===== src/rtl/dmem_arbiter.sv =====
// dmem_arbiter: shares one single-port data memory between two req/ack requesters.
// The winning request is latched at the IDLE grant edge. The memory strobes are then
// held for LATENCY cycles, and the access completes with a one-cycle ack.
// Build option: define DMEM_ARB_FIXED_PRIO_EN for fixed priority (requester 0 wins
// ties). When it is undefined, ties are resolved round-robin.
module dmem_arbiter #(
   parameter int unsigned ADDR_W  = 32,
   parameter int unsigned DATA_W  = 32,
   parameter int unsigned LATENCY = 2
) (
   input  logic              clk,
   input  logic              rst_i,
   input  logic              req0_i,
   input  logic              we0_i,
   input  logic [ADDR_W-1:0] addr0_i,
   input  logic [DATA_W-1:0] wdata0_i,
   input  logic              req1_i,
   input  logic              we1_i,
   input  logic [ADDR_W-1:0] addr1_i,
   input  logic [DATA_W-1:0] wdata1_i,
   output logic [1:0]        ack_o,
   output logic [DATA_W-1:0] rdata_o,
   output logic [1:0]        grant_o,
   output logic              busy_o,
   output logic [ADDR_W-1:0] mem_addr_o,
   output logic [DATA_W-1:0] mem_wdata_o,
   output logic              mem_read_o,
   output logic              mem_write_o,
   input  logic [DATA_W-1:0] mem_rdata_i
);

   typedef enum logic [1:0] {
      ST_IDLE,
      ST_BUSY,
      ST_RESP
   } state_t;

   state_t            state_q, state_d;
   logic [7:0]        cnt_q, cnt_d;
   logic [1:0]        grant_q, grant_d;
   logic              we_q, we_d;
   logic [ADDR_W-1:0] addr_q, addr_d;
   logic [DATA_W-1:0] wdata_q, wdata_d;
   logic [DATA_W-1:0] rdata_q, rdata_d;
   logic              pick1;
`ifndef DMEM_ARB_FIXED_PRIO_EN
   logic              last_grant_q, last_grant_d;
`endif

   // Winner selection: a lone request wins. A tie goes to requester 0 in the
   // fixed build, or otherwise to the requester that did not win last time.
   always_comb begin
`ifdef DMEM_ARB_FIXED_PRIO_EN
      pick1 = req1_i & ~req0_i;
`else
      pick1 = req1_i & (~req0_i | ~last_grant_q);
`endif
   end

   // State register and transaction latches; reset aborts any transaction in flight.
   always_ff @(posedge clk or posedge rst_i) begin
      if (rst_i) begin
         state_q      <= ST_IDLE;
         cnt_q        <= '0;
         grant_q      <= '0;
         we_q         <= 1'b0;
         addr_q       <= '0;
         wdata_q      <= '0;
         rdata_q      <= '0;
`ifndef DMEM_ARB_FIXED_PRIO_EN
         last_grant_q <= 1'b1;
`endif
      end else begin
         state_q      <= state_d;
         cnt_q        <= cnt_d;
         grant_q      <= grant_d;
         we_q         <= we_d;
         addr_q       <= addr_d;
         wdata_q      <= wdata_d;
         rdata_q      <= rdata_d;
`ifndef DMEM_ARB_FIXED_PRIO_EN
         last_grant_q <= last_grant_d;
`endif
      end
   end

   // Next state: grant and latch in IDLE, count down in BUSY, one-cycle RESP.
   always_comb begin
      state_d      = state_q;
      cnt_d        = cnt_q;
      grant_d      = grant_q;
      we_d         = we_q;
      addr_d       = addr_q;
      wdata_d      = wdata_q;
      rdata_d      = rdata_q;
`ifndef DMEM_ARB_FIXED_PRIO_EN
      last_grant_d = last_grant_q;
`endif
      case (state_q)
         ST_IDLE: begin
            if (req0_i | req1_i) begin
               state_d = ST_BUSY;
               cnt_d   = 8'(LATENCY - 1);
               if (pick1) begin
                  grant_d = 2'b10;
                  we_d    = we1_i;
                  addr_d  = addr1_i;
                  wdata_d = wdata1_i;
               end else begin
                  grant_d = 2'b01;
                  we_d    = we0_i;
                  addr_d  = addr0_i;
                  wdata_d = wdata0_i;
               end
`ifndef DMEM_ARB_FIXED_PRIO_EN
               last_grant_d = pick1;
`endif
            end
         end
         ST_BUSY: begin
            if (cnt_q == 8'd0) begin
               state_d = ST_RESP;
               if (!we_q) rdata_d = mem_rdata_i;
            end else begin
               cnt_d = cnt_q - 8'd1;
            end
         end
         ST_RESP: state_d = ST_IDLE;
         default: state_d = ST_IDLE;
      endcase
   end

   // Outputs are decoded from the state. Reset therefore clears them without waiting for a clock edge.
   always_comb begin
      busy_o      = (state_q != ST_IDLE);
      grant_o     = busy_o ? grant_q : '0;
      ack_o       = (state_q == ST_RESP) ? grant_q : '0;
      mem_addr_o  = (state_q == ST_BUSY) ? addr_q : '0;
      mem_wdata_o = (state_q == ST_BUSY) ? wdata_q : '0;
      mem_read_o  = (state_q == ST_BUSY) & ~we_q;
      mem_write_o = (state_q == ST_BUSY) & we_q;
      rdata_o     = rdata_q;
   end

endmodule


===== config.mk =====
export PLATFORM = sky130hd
export DESIGN_NAME = dmem_arbiter
export DESIGN_NICKNAME = d
export VERILOG_FILES = /design/src/rtl/dmem_arbiter.sv
export SDC_FILE = /design/constraint.sdc
export NUM_CORES = 1
export LEC_CHECK = 0
export BUFFER_PORTS_ARGS = -buffer_cell sky130_fd_sc_hd__buf_2
export CAP_MARGIN = 20
export CORE_MARGIN = 3
export CORE_UTILIZATION = 47
export CTS_BUF_LIST = sky130_fd_sc_hd__clkbuf_8
export DETAILED_ROUTE_END_ITERATION = 7
export PLACE_DENSITY = 0.83
export SLEW_MARGIN = 20
export SYNTH_ARGS = -nofsm -noshare
export SYNTH_HDL_FRONTEND = slang
export SYNTH_SLANG_ARGS = --single-unit

===== constraint.sdc =====
create_clock -name clk -period 4.4 [get_ports clk]
set_input_delay 0.88 -clock clk [delete_from_list [all_inputs] [get_ports clk]]
set_output_delay 0.88 -clock clk [all_outputs]
set_load 0.02 [all_outputs]

* After elaboration in Yosys (flattened, before gate mapping) *
Index checks and enable logic that the tools add are counted.

word-level totals
  register bits after elaboration = 110
  output and inout bits = 103
  input port bits = 166
  logic and storage cells = 44

operators by class
  muxes and demuxes = 14
  $add $sub $neg = 1
  eq/ne operators = 5
  reductions and logical operators = 8
  bitwise operators = 8

operator list
  kind                 number
  $mux 32              4
  $mux 8               2
  $pmux 8 s2           1
  $mux 2               5
  $logic_not 8->1      1
  $sub 8x1->8 const B  1
  $ne 2x2->1 const B   3
  $reduce_and 3->1     2
  $pmux 2 s2           1
  $reduce_and 2->1     2
  $reduce_bool 2->1    2
  $and 1x1->1          3
  $not 1->1            3
  $eq 2x1->1 const B   1
  $eq 2x2->1 const B   1
  $logic_not 2->1      1
  $or 1x1->1           2
  $mux 1               1

* Logic depth before layout (Yosys ltp) *
Gate-level depths: netlist of run 1.

  depth in word-level cells = 4
  gate-level depth with buffers = 7

* Worst setup path before layout of run 1 *
Ideal clock, no wire load.

  kind = flip-flop to output port
  from = reg state_q[1]
  to = out mem_addr_o[22]
  buffers on the path = 2
  cell stages (with the launch flop) = 5
  setup slack = 2.135 ns
  arrival time = 1.385 ns
  required time = 3.520 ns
  path through = dfrtp_1 -> and2b_1 -> clkbuf_1 -> clkbuf_1 -> and2_1

between the ends
  longest elaborated chain between the ends = 2

ends and longest elaborated chain
  element                 RTL line  source
  from (decl)             38        state_t state_q, state_d;
  from (signal assigned)  74        state_q <= state_d;
  $eq 2x1->1              138       mem_addr_o = (state_q == ST_BUSY) ? addr_q : '0;
  $mux 32                 138
  to (decl)               25        output logic [ADDR_W-1:0] mem_addr_o,

No other way between the ends.

* Worst setup path after layout of run 1 *
  from = reg state_q[1]
  to = out mem_addr_o[17]

Same word-level chain as after synthesis.

==> results of run 1 <==
-- flip-flops by register name (all words and copies together), names as in the netlist --
name,count
addr_q,32
cnt_q,8
grant_q,2
last_grant_q,1
rdata_o,32
state_q,2
wdata_q,32
we_q,1
-- metal layers --
metal / up-vias / GRT usage / part of all wire
met5: - / 0 / 0
met4: 0 / 0.0756 / 0.016
met3: 15 / 0.0344 / 0.081
met2: 222 / 0.383 / 0.52
met1: 2140 / 0.247 / 0.38
li1: 2038 / - / -
-- layout make-up --
class | instances | area [um^2]
Fill cell | 848 | 3750
Sequential cell | 110 | 2750
Multi-Input combinational cell | 213 | 1930
Timing Repair Buffer | 272 | 1380
Inverter | 70 | 265
Tap cell | 136 | 170
Clock buffer | 9 | 124
Clock inverter | 7 | 91.3
-- per-stage QoR --
| stage | power [W] | hold slack, ns | utilization | area (um^2) | worst slack (ns) |
|---|---|---|---|---|---|
| after floorplan | 0.00350 | 0.447 | - | 5110 | 0.619 |
| after global placement | 0.00420 | 0.465 | 0.619 | 6470 | 1.81 |
| after detailed placement | 0.00430 | 0.468 | 0.619 | 6470 | 1.68 |
| after CTS | 0.00495 | 0.446 | 0.639 | 6690 | 1.39 |
| after global routing | 0.00526 | 0.465 | 0.642 | 6720 | 1.23 |
| final | 0.00492 | 0.453 | 0.642 | 6720 | 1.37 |
-- cell usage after synthesis, drive strengths merged --
| cell type | n | area share |
|---|---|---|
| a311oi | 1 | 0.0017 |
| mux2 | 33 | 0.095 |
| dfstp | 1 | 0.0051 |
| nand2 | 4 | 0.0029 |
| ha | 2 | 0.0049 |
| nor3b | 1 | 0.0015 |
| nor2 | 4 | 0.0034 |
| and3b | 2 | 0.0034 |
| buf | 17 | 0.024 |
| or3b | 1 | 0.0017 |
| o311ai | 2 | 0.0034 |
| and2 | 65 | 0.080 |
| or4 | 1 | 0.0022 |
| o31ai | 1 | 0.0015 |
| nand3 | 3 | 0.0039 |
| o211ai | 1 | 0.0015 |
| o41ai | 2 | 0.0034 |
| inv | 70 | 0.051 |
| nor2b | 2 | 0.0024 |
| a222oi | 65 | 0.13 |
| nor3 | 1 | 0.00098 |
| and2b | 1 | 0.0015 |
| mux2i | 1 | 0.0020 |
| clkbuf | 16 | 0.012 |
| dfrtp | 109 | 0.53 |
| or3 | 1 | 0.0012 |
| nor4 | 4 | 0.0073 |
| nand4 | 1 | 0.0012 |
| o21ai | 5 | 0.0078 |
| nand2b | 3 | 0.0037 |
| a21o | 3 | 0.0044 |
| and3 | 2 | 0.0024 |
| or2 | 1 | 0.0012 |
-- power by group --
part,internal [W],switching (W)
registers,0.00146,0.000285
logic,0.00108,0.00144
clock network,0.000277,0.000363
total,0.00282,0.00209
-- critical path, cell delays in order, from the launching register on --
cell	delay (ns)
dfrtp_1	0.45
and2b_2	0.90
and2_1	0.24
buf_2	0.16
-- worst max path at each step --
stage | from | to | slack (ns)
after global routing | state_q[1] | mem_addr_o[17] | 1.23
after CTS | state_q[1] | mem_wdata_o[16] | 1.39
after global placement | cnt_q[0] | rdata_o[6] | 1.81
after floorplan | rst_i | addr_q[0] | 0.62
after detailed placement | cnt_q[0] | rdata_o[5] | 1.68
final | state_q[1] | mem_addr_o[17] | 1.37
-- kinds of logic (layout without fill, tap and decap cells) --
logic type               count (synthesis)  count (layout)
flip-flops                             110             110
adder cells (fa/ha/maj)                  2               2
AO/OA/AOI/OAI                           80              80
buffers and inverters                  103             358
multiplexers                            34              34
AND/OR/NAND/NOR                         97              97
==> metrics.cfg, run 1 <==
[run_status]
outcome = finished, final reports clean

[global_route]
grt_pass1_vias = 4244
grtUsageTotal = 0.209
antenna_found_initial = 0
grt_overflow = 0
grt_pass1_wl_mm = 20.0
grt_max_degree = 68

[min_path]
hp-class = in -> async

[synth]
synthesis.nets = 594
synth_simple_gate_area_frac = 0.121
synthXorXnorAreaFrac = 0
syn_area_mm2 = 0.00511
postSynthAreaPerCell_um2 = 12.0
synth_seq_cells = 110
synth_adder_area_share = 0.00490
synth_cell_type_count = 44
ys_warn_count = 0
syn-instance-count = 426
ys_seq_area_frac = 0.539
synthMuxAreaShare = 0.0967
synth-compound-area-share = 0.151
synth_top_family_by_area = compound AO/OA/AOI/OAI gates

[finish]
fin_cells = 817
fin_nets = 844
syn2layout_area_growth_pct = 31.4
layout_commonest_cell = buf_2
drive_gt1_frac = 0.489
final_cell_mix = buf_2, dfrtp_1, inv_1
n_antenna_cell = 0

[clock_tree]
path_clk_slew_ns = 0.12
worst_skew_pair.late_latency_ns = 0.37
htree_num_levels = 3
post_cts_buffers = 0
cts.sinks = 110
holdBufCountCts = 0
root_buffer = clkbuf_8
clockBufferDepth = 2
cts_buffers = 9
cts_resized = 0
cts_tree = built

[floorplan]
die_area_mm2 = 0.0122
initial_core_util = 0.488
die_x_um = 110
core_mm2 = 0.0105
io-pin-count = 269
die_y_um = 110
rows = 37

[timing]
final_max_slew_viol_count = 0
worst_pin_slew_ns = 0.987
finalSetupTns_ns = 0
post-route-period-util = 0.688
rsz0062_at_grt = false
setup_viol = 0
hold_violations = 0
skew_ns = 0.0184
fin_crit_ns = 3.03
slew_headroom = 0.342
fmax_ghz = 0.330

[setup_path]
rr_worst_depth = 6
cp.arrival_ns = 2.15
crit_path_start_kind = register
r2r-start = cnt_q[0]
worst_setup_path_end_kind = primary output
r2r-end = rdata_o[5]
crit_type = reg -> out
path_max_fanout = 67
cp.required_ns = 3.52
ff2ff_setup_slack_ns = 2.14

[flow_run]
cap_violations = 0

[power]
ir_drop_mv = 0.328
leakagePower_nw = 3.91
pwr_density_cell_mw_per_mm2 = 732

[drt]
viasPerCell = 5.40
num_vias = 4415
wl_mm = 13.8
wl_per_cell_um = 16.8
first_pass_iters = 6
drt_iter0_markers = 508
route.detailed.drc = 0
ant_nets = 0

[place]
dp.cells = 800
place.gp.congestion = 0.751
numPortBuffers = 268
dp_hpwl_mm = 9.90

(Power assumes the default switching activity.)
==> inputs of run 2 (changes only) <==
Settings changed: ABC_AREA set to 1, CORE_UTILIZATION 47 to 43, PLACE_DENSITY 0.83 to 0.79.
Clock period 4.4 ns to 2.55 ns, I/O delays scaled along.
==> metrics.cfg, run 2 <==
[drt]
wl_per_cell_um = 14.2
wl_mm = 15.5
num_vias = 5263
ant_nets = 0
route.detailed.drc = 0
viasPerCell = 4.83
first_pass_iters = 6
drt_iter0_markers = 444

[power]
clkPwrFrac = 0.119
switchingPower_w = 0.00463
ir_drop_mv = 0.760
netSwitchingFraction = 0.486
p_seq_frac = 0.309
leakagePower_nw = 3.91
pwr_density_cell_mw_per_mm2 = 1330
pwr-share-comb = 0.571
intPower_w = 0.00489

[floorplan]
initial_core_util = 0.446
io-pin-count = 269
core_mm2 = 0.0122
rows = 40
die_x_um = 119
die_area_mm2 = 0.0141
die_y_um = 119

[synth]
synth_cell_type_count = 26
ys_seq_area_frac = 0.505
synth_most_common_cell = nand2_1
ys_warn_count = 0
async_reset_ff_frac = 1.00
synthesis.nets = 831
syn_area_mm2 = 0.00545
yosysTopAreaCell = dfrtp_1
synthTopCellsByArea = dfrtp_1, nand2_1, o211ai_2, nor2_1, inv_1
synth-main-ff-cell = dfrtp_1
synth_edf_count = 0
syn-instance-count = 663
synth_seq_cells = 110
synth_common_cells = nand2_1, dfrtp_1, nor2_1, inv_1
synth_top_area_share = 0.500
postSynthAreaPerCell_um2 = 8.22

[place]
pre_cts_slack_ns = 0.634
dp_hpwl_mm = 11.5
numPortBuffers = 268
place_area_mm2 = 0.00692
place.gp.congestion = 0.866

[clock_tree]
htree_num_levels = 3
clockBufferDepth = 2
cts.sinks = 110
path_clk_slew_ns = 0.11
cts_tree = built
cts_buffers = 9
post_cts_buffers = 0
root_buffer = clkbuf_8
worst_skew_pair.late_latency_ns = 0.39
cts_resized = 0
holdBufCountCts = 0

[finish]
final_cell_mix = buf_2, nand2_1, dfrtp_1
syn2layout_area_growth_pct = 31.0
fin_nets = 1085
final_area_mm2 = 0.00714
n_antenna_cell = 0
drive_gt1_frac = 0.372
layout_commonest_cell = buf_2

[min_path]
hp-class = in -> async

[timing]
fin_crit_ns = 2.30
worst_pin_slew_ns = 0.589
post-route-period-util = 0.901
setup_viol = 0
final_max_slew_viol_count = 0
setup_ws_ns = 0.252
finalSetupTns_ns = 0
fmax_ghz = 0.435
rsz0062_at_grt = false
slew_headroom = 0.606
skew_ns = 0.0178
hold_violations = 0

[setup_path]
rr_worst_depth = 8
path_max_fanout = 19
crit_path_start_kind = register
cp.required_ns = 2.04
crit_type = reg -> out
cp.arrival_ns = 1.79
worst_setup_path_end_kind = primary output

[global_route]
grtUsageTotal = 0.222
grt_pass1_wl_mm = 25.2
grt_max_degree = 50
use_met2 = 0.369
antenna_found_initial = 0
grt_overflow = 0
met3_usage = 0.0656
use_met1 = 0.277
grt_pass1_vias = 5087
grt.busiest_layer = met2

[run_status]
outcome = finished, final reports clean

[flow_run]
cap_violations = 0

## run 2: cell count changes in the layout (fill, tap and decap cells not counted), moves of 33 or more
| cell | previous run | this run |
|---|---|---|
| a222oi_1 | 65 | 0 |
| nand3_1 | 2 | 35 |
| nor2_1 | 3 | 83 |
| nand2_1 | 4 | 226 |
| o211ai_1 | 1 | 35 |
| and2_1 | 65 | 0 |
## run 2: final cells by class
| cell class | instances | area (um^2) |
|---|---|---|
| tap | 168 | 210 |
| fill | 1175 | 5070 |
| sequential | 110 | 2750 |
| clock inverter | 7 | 91.3 |
| multi-input combinational | 433 | 2160 |
| clock buffer | 9 | 124 |
| inverter | 83 | 315 |
| timing repair buffer | 280 | 1480 |
## run 2: power groups by stage
stage	logic, W	clock network (W)	registers [W]
after floorplan	0.00354	0	0.00325
after global placement	0.00539	0	0.00296
after detailed placement	0.00548	0	0.00298
after CTS	0.00549	0.00117	0.00294
after global routing	0.00600	0.00124	0.00303
final	0.00544	0.00113	0.00295
## run 2: cell families (layout without fill, tap and decap cells)
kind of cell / count (synthesis) / after routing / share of synthesized area
AO/OA/AOI/OAI: 71 / 71 / 0.124
flip-flops: 110 / 110 / 0.505
adder cells (fa/ha/maj): 2 / 2 / 0.00459
AND/OR/NAND/NOR: 357 / 357 / 0.262
buffers and inverters: 120 / 379 / 0.0987
XOR/XNOR: 3 / 3 / 0.00482
## run 2: final timing paths
check | from | endpoint | slack [ns]
max | state_q[0] | mem_write_o | 0.25
min reg2reg | rdata_o[9] | rdata_o[9] | 0.48
max in group asynchronous | rst_i | last_grant_q | 1.79
max reg2reg | state_q[0] | rdata_o[26] | 0.62
min | rst_i | addr_q[31] | 0.12
min in group clk | wdata0_i[13] | wdata_q[13] | 0.32
## run 2: per-stage QoR
stage                util  instances  total power [W]  hold slack, ns
global placement    0.567       1074          0.00835           0.452
global route        0.585       1090           0.0103           0.120
detailed placement  0.567       1074          0.00845           0.455
finish              0.585       1090          0.00952           0.124
floorplan               -        663          0.00679           0.448
CTS                 0.585       1090          0.00961           0.109
## run 2: critical path: stages, from the launching register on
cell and delay (ns):
dfrtp_1 0.43, inv_2 0.08, nor2_4 0.05, inv_2 0.29, buf_4 0.29, nor2_1 0.08, buf_2 0.16
## run 2: layer usage
layer,wire [um],vias to the layer above,part of all wire
li1,-,2579,-
met3,1090,21,0.070
met1,6460,2457,0.42
met2,7650,206,0.49
met4,282,0,0.018
met5,0,-,0
